## config.mk

```make
export PLATFORM = sky130hd
export DESIGN_NAME = signed_frame_minmax_flat
export DESIGN_NICKNAME = d
export VERILOG_FILES = /design/src/rtl/signed_frame_minmax_if.sv /design/src/rtl/signed_frame_minmax.sv /design/src/flat_wrapper.sv
export SDC_FILE = /design/constraint.sdc
export NUM_CORES = 1
export LEC_CHECK = 0
export ABC_CLOCK_PERIOD_IN_PS = 2800
export CAP_MARGIN = 40
export CORE_MARGIN = 3
export CORE_UTILIZATION = 50
export DETAILED_ROUTE_END_ITERATION = 12
export GPL_ROUTABILITY_DRIVEN = 0
export HOLD_SLACK_MARGIN = 0.05
export PLACE_DENSITY_LB_ADDON = 0.12
export SYNTH_ARGS = -nofsm -noshare
export SYNTH_HDL_FRONTEND = slang
export SYNTH_SLANG_ARGS = --single-unit
```

## constraint.sdc

```tcl
create_clock -name clk -period 2.8 [get_ports clk]
set_clock_uncertainty 0.1 [all_clocks]
set_input_delay 0.42 -clock clk [delete_from_list [all_inputs] [get_ports clk]]
set_output_delay 0.42 -clock clk [all_outputs]
set_load 0.01 [all_outputs]
```

## src/rtl/signed_frame_minmax_if.sv

```systemverilog
// Stream bundle for signed_frame_minmax: sample input and per-frame result output.
// SFMM_INDEX_EN adds the min/max position signals.
interface signed_frame_minmax_if #(
  parameter int unsigned WIDTH = 32,
  parameter int unsigned CNT_W = 16
);
  logic             in_valid;
  logic             in_ready;
  logic [WIDTH-1:0] in_data;
  logic             in_last;
  logic             out_valid;
  logic             out_ready;
  logic [WIDTH-1:0] out_min;
  logic [WIDTH-1:0] out_max;
  logic [CNT_W-1:0] out_count;
`ifdef SFMM_INDEX_EN
  logic [CNT_W-1:0] out_min_idx;
  logic [CNT_W-1:0] out_max_idx;

  modport slave (
    input  in_valid, in_data, in_last, out_ready,
    output in_ready, out_valid, out_min, out_max, out_count, out_min_idx, out_max_idx
  );
  modport master (
    output in_valid, in_data, in_last, out_ready,
    input  in_ready, out_valid, out_min, out_max, out_count, out_min_idx, out_max_idx
  );
`else
  modport slave (
    input  in_valid, in_data, in_last, out_ready,
    output in_ready, out_valid, out_min, out_max, out_count
  );
  modport master (
    output in_valid, in_data, in_last, out_ready,
    input  in_ready, out_valid, out_min, out_max, out_count
  );
`endif
endinterface

```

## src/rtl/signed_frame_minmax.sv

```systemverilog
// Per-frame signed min/max/count over a valid/ready sample stream.
// Define SFMM_INDEX_EN to also track the positions of the extremes.
module signed_frame_minmax #(
  parameter int unsigned WIDTH = 32,
  parameter int unsigned CNT_W = 16
) (
  input logic                clk,
  input logic                rst_n,
  signed_frame_minmax_if.slave bus
);

  typedef enum logic [1:0] {
    FIRST = 2'd0,
    ACC   = 2'd1,
    HOLD  = 2'd2
  } state_t;

  state_t           state_q, state_d;
  logic [WIDTH-1:0] min_q, min_d;
  logic [WIDTH-1:0] max_q, max_d;
  logic [CNT_W-1:0] cnt_q, cnt_d;
`ifdef SFMM_INDEX_EN
  logic [CNT_W-1:0] min_idx_q, min_idx_d;
  logic [CNT_W-1:0] max_idx_q, max_idx_d;
`endif

  logic accept;

  function automatic logic lt(input logic [WIDTH-1:0] a, input logic [WIDTH-1:0] b);
    return $signed(a) < $signed(b);
  endfunction

  assign bus.in_ready  = (state_q != HOLD);
  assign bus.out_valid = (state_q == HOLD);
  assign bus.out_min   = min_q;
  assign bus.out_max   = max_q;
  assign bus.out_count = cnt_q;
`ifdef SFMM_INDEX_EN
  assign bus.out_min_idx = min_idx_q;
  assign bus.out_max_idx = max_idx_q;
`endif

  assign accept = bus.in_valid && (state_q != HOLD);

  always_comb begin
    state_d = state_q;
    min_d   = min_q;
    max_d   = max_q;
    cnt_d   = cnt_q;
`ifdef SFMM_INDEX_EN
    min_idx_d = min_idx_q;
    max_idx_d = max_idx_q;
`endif
    unique case (state_q)
      FIRST: begin
        if (accept) begin
          min_d   = bus.in_data;
          max_d   = bus.in_data;
          cnt_d   = {{(CNT_W-1){1'b0}}, 1'b1};
`ifdef SFMM_INDEX_EN
          min_idx_d = '0;
          max_idx_d = '0;
`endif
          state_d = bus.in_last ? HOLD : ACC;
        end
      end
      ACC: begin
        if (accept) begin
          // Strict compares: ties keep the earliest occurrence; index is the pre-increment count.
          if (lt(bus.in_data, min_q)) begin
            min_d = bus.in_data;
`ifdef SFMM_INDEX_EN
            min_idx_d = cnt_q;
`endif
          end
          if (lt(max_q, bus.in_data)) begin
            max_d = bus.in_data;
`ifdef SFMM_INDEX_EN
            max_idx_d = cnt_q;
`endif
          end
          if (cnt_q != '1) begin
            cnt_d = cnt_q + {{(CNT_W-1){1'b0}}, 1'b1};
          end
          if (bus.in_last) begin
            state_d = HOLD;
          end
        end
      end
      HOLD: begin
        if (bus.out_ready) begin
          state_d = FIRST;
        end
      end
      default: state_d = FIRST;
    endcase
  end

  always_ff @(posedge clk) begin
    if (!rst_n) begin
      state_q <= FIRST;
      min_q   <= '0;
      max_q   <= '0;
      cnt_q   <= '0;
`ifdef SFMM_INDEX_EN
      min_idx_q <= '0;
      max_idx_q <= '0;
`endif
    end else begin
      state_q <= state_d;
      min_q   <= min_d;
      max_q   <= max_d;
      cnt_q   <= cnt_d;
`ifdef SFMM_INDEX_EN
      min_idx_q <= min_idx_d;
      max_idx_q <= max_idx_d;
`endif
    end
  end

endmodule

```

## src/flat_wrapper.sv

```systemverilog
// flat-port wrapper written by rule: the top's interface ports become plain ports
module signed_frame_minmax_flat 
#(
  parameter int unsigned WIDTH = 32,
  parameter int unsigned CNT_W = 16
)
  (clk, rst_n, bus_in_valid, bus_in_data, bus_in_last, bus_out_ready, bus_in_ready, bus_out_valid, bus_out_min, bus_out_max, bus_out_count);
  signed_frame_minmax_if #(.WIDTH(WIDTH), .CNT_W(CNT_W)) bus_i ();
  input logic clk;
  input logic rst_n;
  input wire logic [$bits(bus_i.in_valid)-1:0] bus_in_valid;
  input wire logic [$bits(bus_i.in_data)-1:0] bus_in_data;
  input wire logic [$bits(bus_i.in_last)-1:0] bus_in_last;
  input wire logic [$bits(bus_i.out_ready)-1:0] bus_out_ready;
  output wire logic [$bits(bus_i.in_ready)-1:0] bus_in_ready;
  output wire logic [$bits(bus_i.out_valid)-1:0] bus_out_valid;
  output wire logic [$bits(bus_i.out_min)-1:0] bus_out_min;
  output wire logic [$bits(bus_i.out_max)-1:0] bus_out_max;
  output wire logic [$bits(bus_i.out_count)-1:0] bus_out_count;
  assign bus_i.in_valid = bus_in_valid;
  assign bus_i.in_data = bus_in_data;
  assign bus_i.in_last = bus_in_last;
  assign bus_i.out_ready = bus_out_ready;
  assign bus_in_ready = bus_i.in_ready;
  assign bus_out_valid = bus_i.out_valid;
  assign bus_out_min = bus_i.out_min;
  assign bus_out_max = bus_i.out_max;
  assign bus_out_count = bus_i.out_count;
  signed_frame_minmax #(.WIDTH(WIDTH), .CNT_W(CNT_W)) u_core (.clk(clk), .rst_n(rst_n), .bus(bus_i));
endmodule
```

### Yosys cells after proc, flatten, opt, wreduce, memory -nomap -nowiden

Index checks and enable logic that the tools add are counted.

* flip-flop bits (word level): 82
* bits in latches: 0
* memory bits (writable): 0
* ROM bits: 0
* input port bits: 37
* output and inout bits: 82
* logic and storage cells: 42
* memories kept: 0

* add/sub/neg operators: 1
* multipliers: 0
* divide/modulo/power cells: 0
* magnitude comparators: 2
* eq/ne operators: 11
* shifts and indexed selects: 0
* mux-type cells: 17
* bitwise operators: 0
* reductions and logical operators: 7

Operator list (count)
* 32-bit 2-to-1 mux: 5
* 32-bit case mux with 2 select lines: 2
* 32-bit less-than comparator: 2
* 16-bit 2-to-1 mux: 3
* 16-bit case mux with 2 select lines: 1
* 16-bit by 1-bit adder with 16-bit output, second input constant: 1
* 16-bit inequality test, second input constant: 1
* 4-bit AND reduction: 4
* 2-bit 2-to-1 mux: 5
* 2-bit by 1-bit inequality test with 1-bit output, second input constant: 5
* 2-bit inequality test, second input constant: 3
* 2-bit case mux with 3 select lines: 1
* 2-bit by 1-bit == test with 1-bit output, second input constant: 1
* 2-bit == test, second input constant: 1
* 2-bit zero test: 1
* 2-bit nonzero test: 1
* 1-bit logical AND: 1

### Depth between registers and ports, before layout

* depth after elaboration: 4
* depth in mapped cells: 9

### Worst setup path after synthesis

No wires, ideal clock.

* path kind: flip-flop to flip-flop
* start: register u_core.min_q[31] (netlist: u_core.bus.out_min[31])
* end: register u_core.min_q[0] (netlist: u_core.bus.out_min[0])
* setup time: 72 ps
* arrival: 2213 ps
* required time: 2628 ps
* slack: 416 ps
* cell stages (with the launch flop): 10
* period minus slack after synthesis: 2384 ps
* path through: dfxtp_1 -> inv_1 -> ha_1 -> nand4_2 -> nor4_2 -> and2_1 -> o21ai_1 -> a32oi_4 -> buf_12 -> mux2i_1

* cells in the longest elaborated chain, start to end: 3

Ends and longest elaborated chain
* start: declaration: RTL line signed_frame_minmax.sv:19 `logic [WIDTH-1:0] min_q, min_d;`
* start signal: assignment: RTL line signed_frame_minmax.sv:111 `min_q <= min_d;`
* 32-bit less-than comparator: RTL line signed_frame_minmax.sv:30 `return $signed(a) < $signed(b);`
* 2-bit by 1-bit inequality test with 1-bit output (no line)
* 4-bit AND reduction (no line)

Every way passes these cells.
A chain may end at the register's enable or synchronous reset.

### Final worst setup path

* start: input bus_in_data[27]
* end: register u_core.max_q[24] (netlist: u_core.bus.out_max[24])

* cells in the longest elaborated chain, start to end: 3

Ends and longest elaborated chain
* start: declaration: RTL line flat_wrapper.sv:12 `input wire logic [$bits(bus_i.in_data)-1:0] bus_in_data;`
* 32-bit less-than comparator: RTL line signed_frame_minmax.sv:30
* 2-bit by 1-bit inequality test with 1-bit output (no line)
* 4-bit AND reduction (no line)
* end signal: assignment: RTL line signed_frame_minmax.sv:112 `max_q <= max_d;`
* end: declaration: RTL line signed_frame_minmax.sv:20 `logic [WIDTH-1:0] max_q, max_d;`

Every way passes these cells.

==> run summary <==
## Run status
* result of the run: finished, final reports clean

## Synth
* post-synthesis adder-cell area fraction: 16.0%
* count of flip-flops with a built-in enable after synthesis: 0
* multiplexer share of the synthesized area: 13.0%
* average size of a mapped cell: 8.73 sq um
* synthesized net count: 663
* main combinational cell family by area after synthesis: simple AND/OR/NAND/NOR gates
* synthesized area: 4920 sq um
* Yosys warning count: 0
* post-synthesis share of cell area spent on xor and xnor gates: 2.49%
* proportion of register bits with asynchronous set or reset after synthesis: 0%
* most frequently used flop master after synthesis: dfxtp_1
* flip-flop and latch count after synthesis: 82
* post-synthesis instance total: 563
* Synth Area in Compound Gates: 8.42%
* unique cell type count in the Yosys netlist: 45
* simple-gate portion of the synthesized area: 18.7%
* portion of the post-synthesis area used by sequential elements: 33.4%

## Layout
* most frequent cells in the layout: nand2_1, clkdlybuf4s50_1, dfxtp_1
* net count of the finished layout: 797
* share of layout cells above drive strength 1: 7.98%
* final design utilization: 70.8%
* leading cell type in the layout, fill and taps excluded: nand2_1
* # diodes: 0
* synthesis-to-finish area growth: 35.6%

## CTS
* Sink Count: 82
* maximum count of clock buffers along a single path: 2
* CTS Root Cell: clkbuf_8
* Clock transition at path regs: 0.09 ns
* clock latency on the worst-skew pair: 0.35 ns
* clock tree from TritonCTS: built
* total clock buffers created by CTS: 9
* H-tree levels: 3
* hold buffers post-CTS: 0

## Critical path
* depth of the worst register-to-register path: 9
* worst path required time: 2.97 ns
* Critical Path Fanout Max: 6
* Crit Path Category: in2reg
* endpoint kind of the worst setup timing path: flop
* Data arrival, critical path: 2.87 ns
* CP Launch Type: primary input

## GRT
* antenna violations before repair: 0
* Total GRT Usage: 21.2%
* GRT Residual Overflow: 0
* wire length of the first global-routing pass: 19500 um
* pin count of the biggest net entering global routing: 102
* via count of the first global-routing pass: 4193

## Pwr
* Static Leakage: 2.90 nW
* Int Power: 0.00239 W
* register share of total power: 40.1%
* combinational share of power: 28.5%
* IR drop worst, VDD: 0.310 mV
* switch share: 29.1%
* power density over cell area: 506 nW/um^2
* clock share of power: 31.4%
* Psw: 0.000983 W

## Floorplan
* area of the core: 9420 sq um
* die footprint: 11100 sq um
* initial cell density of the core: 52.2%
* Die X: 105 um
* die height: 105 um
* Cell Rows: 35
* I/O pin count: 119

## Placed design
* count of buffers from port buffering: 118
* sum of net half-perimeters after detailed placement: 8860 um

## STA
* fin crit share: 96.2%
* number of failing setup endpoints in the final timing report: 0
* minimum period implied by the final worst setup slack: 2.69 ns
* sum of negative setup slack: 0 ns
* transition time of the tightest slew-check pin: 0.434 ns
* maximum clock frequency: 371 MHz
* Final Max Slew Viols: 0
* worst slew margin relative to its limit: 71.1%
* hold violation total from the final report: 0

## Routing
* via density per instance: 5.15
* Routed WL: 11900 um
* number of remaining DRC errors: 0
* iteration-0 DRC count of the detailed router: 165
* TritonRoute pass-1 iters: 7
* total via count in the routed design: 4283
* routed length per placed instance: 14.4 um
* number of nets with antenna violations after routing: 0

## Min path
* class of the worst hold path: in2reg
* depth of the worst hold-timing path: 3

## Run
* number of max-capacitance violations reported: 0

==> critical path, stage by stage <==
cell and delay [ns]:
clkdlybuf4s50_1 0.50, inv_1 0.05, ha_1 0.31, nand4_1 0.20
nor4_4 0.33, and2_1 0.18, o21ai_1 0.10, a32oi_4 0.22
buf_12 0.16, buf_6 0.15, mux2i_2 0.24
==> power groups by stage <==
| stage | combinational, W | sequential (W) | clock, W |
|---|---|---|---|
| 3_5_place_dp | 0.000910 | 0.00138 | 0 |
| 2_1_floorplan | 0.000485 | 0.00140 | 0 |
| 3_3_place_gp | 0.000885 | 0.00138 | 0 |
| 5_1_grt | 0.00106 | 0.00137 | 0.00111 |
| 6_report | 0.000963 | 0.00135 | 0.00106 |
| 4_1_cts | 0.000917 | 0.00135 | 0.00108 |
==> final cells by class <==
| cell class | instances | area, sq um |
|---|---|---|
| multi-input cells | 396 | 2890 |
| well taps | 129 | 161 |
| fillers | 744 | 2750 |
| flip-flops and latches | 82 | 1640 |
| repair buffers | 144 | 1480 |
| clock inverters | 6 | 114 |
| clock buffers | 10 | 138 |
| inverters | 64 | 240 |
==> per-layer routing <==
metal	up-vias	routed length, um	GRT usage [%]
met5	-	0	0
met4	0	233	7.59
met3	19	501	3.27
met2	106	5570	35.2
met1	1985	5640	27.7
li1	2173	-	-
==> Yosys cell counts (2+ instances only) <==
cell type  instances  share of area (%)
a211oi_1           2               0.31
a21oi_1           28                2.9
a32oi_4            2                1.1
and2_1             3               0.38
and3_1             3               0.38
and4_1             4               0.71
buf_12             3                1.2
buf_6              3               0.69
clkbuf_1          14                1.1
dfxtp_1           82                 33
ha_1              63                 16
inv_1             64                4.9
mux2i_1           64                 13
nand2_1          120                9.2
nand2b_1           3               0.38
nand3_1            7               0.71
nand4_1           13                1.7
nand4_2            2               0.51
nor2_1            24                1.8
nor3_1             3               0.31
nor3b_1            2               0.31
o2111ai_1          2               0.36
o211ai_1           2               0.31
o21a_1             2               0.31
o21ai_0           13                1.3
o21ai_1            3               0.31
o2bb2ai_1          2               0.36
xnor2_1            2               0.36
xor2_1            12                2.1
==> through the flow <==
stage / std cells / hold slack [ns] / worst slack, ns / total power, W / cell area [sq um]
after global routing: 831 / 0.352 / -0.0174 / 0.00354 / 6670
after floorplan: 563 / 0.387 / 0.416 / 0.00188 / 4920
final: 831 / 0.335 / 0.105 / 0.00338 / 6670
after global placement: 811 / 0.361 / -0.162 / 0.00226 / 6320
after detailed placement: 811 / 0.365 / -0.252 / 0.00229 / 6320
after CTS: 827 / 0.377 / 0.104 / 0.00335 / 6570
==> final timing paths <==
check / startpoint / endpoint / slack, ns
worst min-delay path: bus_in_data[17] / u_core.bus.out_min[17]$_SDFFE_PN0P_ / 0.34
worst min register to register: u_core.bus.out_min[6]$_SDFFE_PN0P_ / u_core.bus.out_min[6]$_SDFFE_PN0P_ / 0.37
worst max-delay path: bus_in_data[27] / u_core.bus.out_max[24]$_SDFFE_PN0P_ / 0.11
worst max register to register: u_core.bus.out_min[19]$_SDFFE_PN0P_ / u_core.bus.out_min[25]$_SDFFE_PN0P_ / 0.33
==> sequential cells by signal, summed over array words and instances, names as in the netlist <==
register	cells
u_core.state_q	2
u_core.bus.out_max	32
u_core.bus.out_min	32
u_core.bus.out_count	16
==> cell families (layout without fill, tap and decap cells) <==
logic type | after synthesis | in the layout
DFF | 82 | 82
xor gates and xnor gates | 14 | 14
buffers and inverters | 85 | 224
adders and majority gates | 63 | 63
and+or+nand+nor | 194 | 194
muxes | 64 | 64
AOI/OAI and AO/OA | 61 | 61
==> repair_timing <==
action | in CTS | in global routing
buffers inserted | 0 | 1
gates resized for setup | 0 | 4
endpoints found under the setup margin | 0 | 10
(Power assumes the default switching activity.)
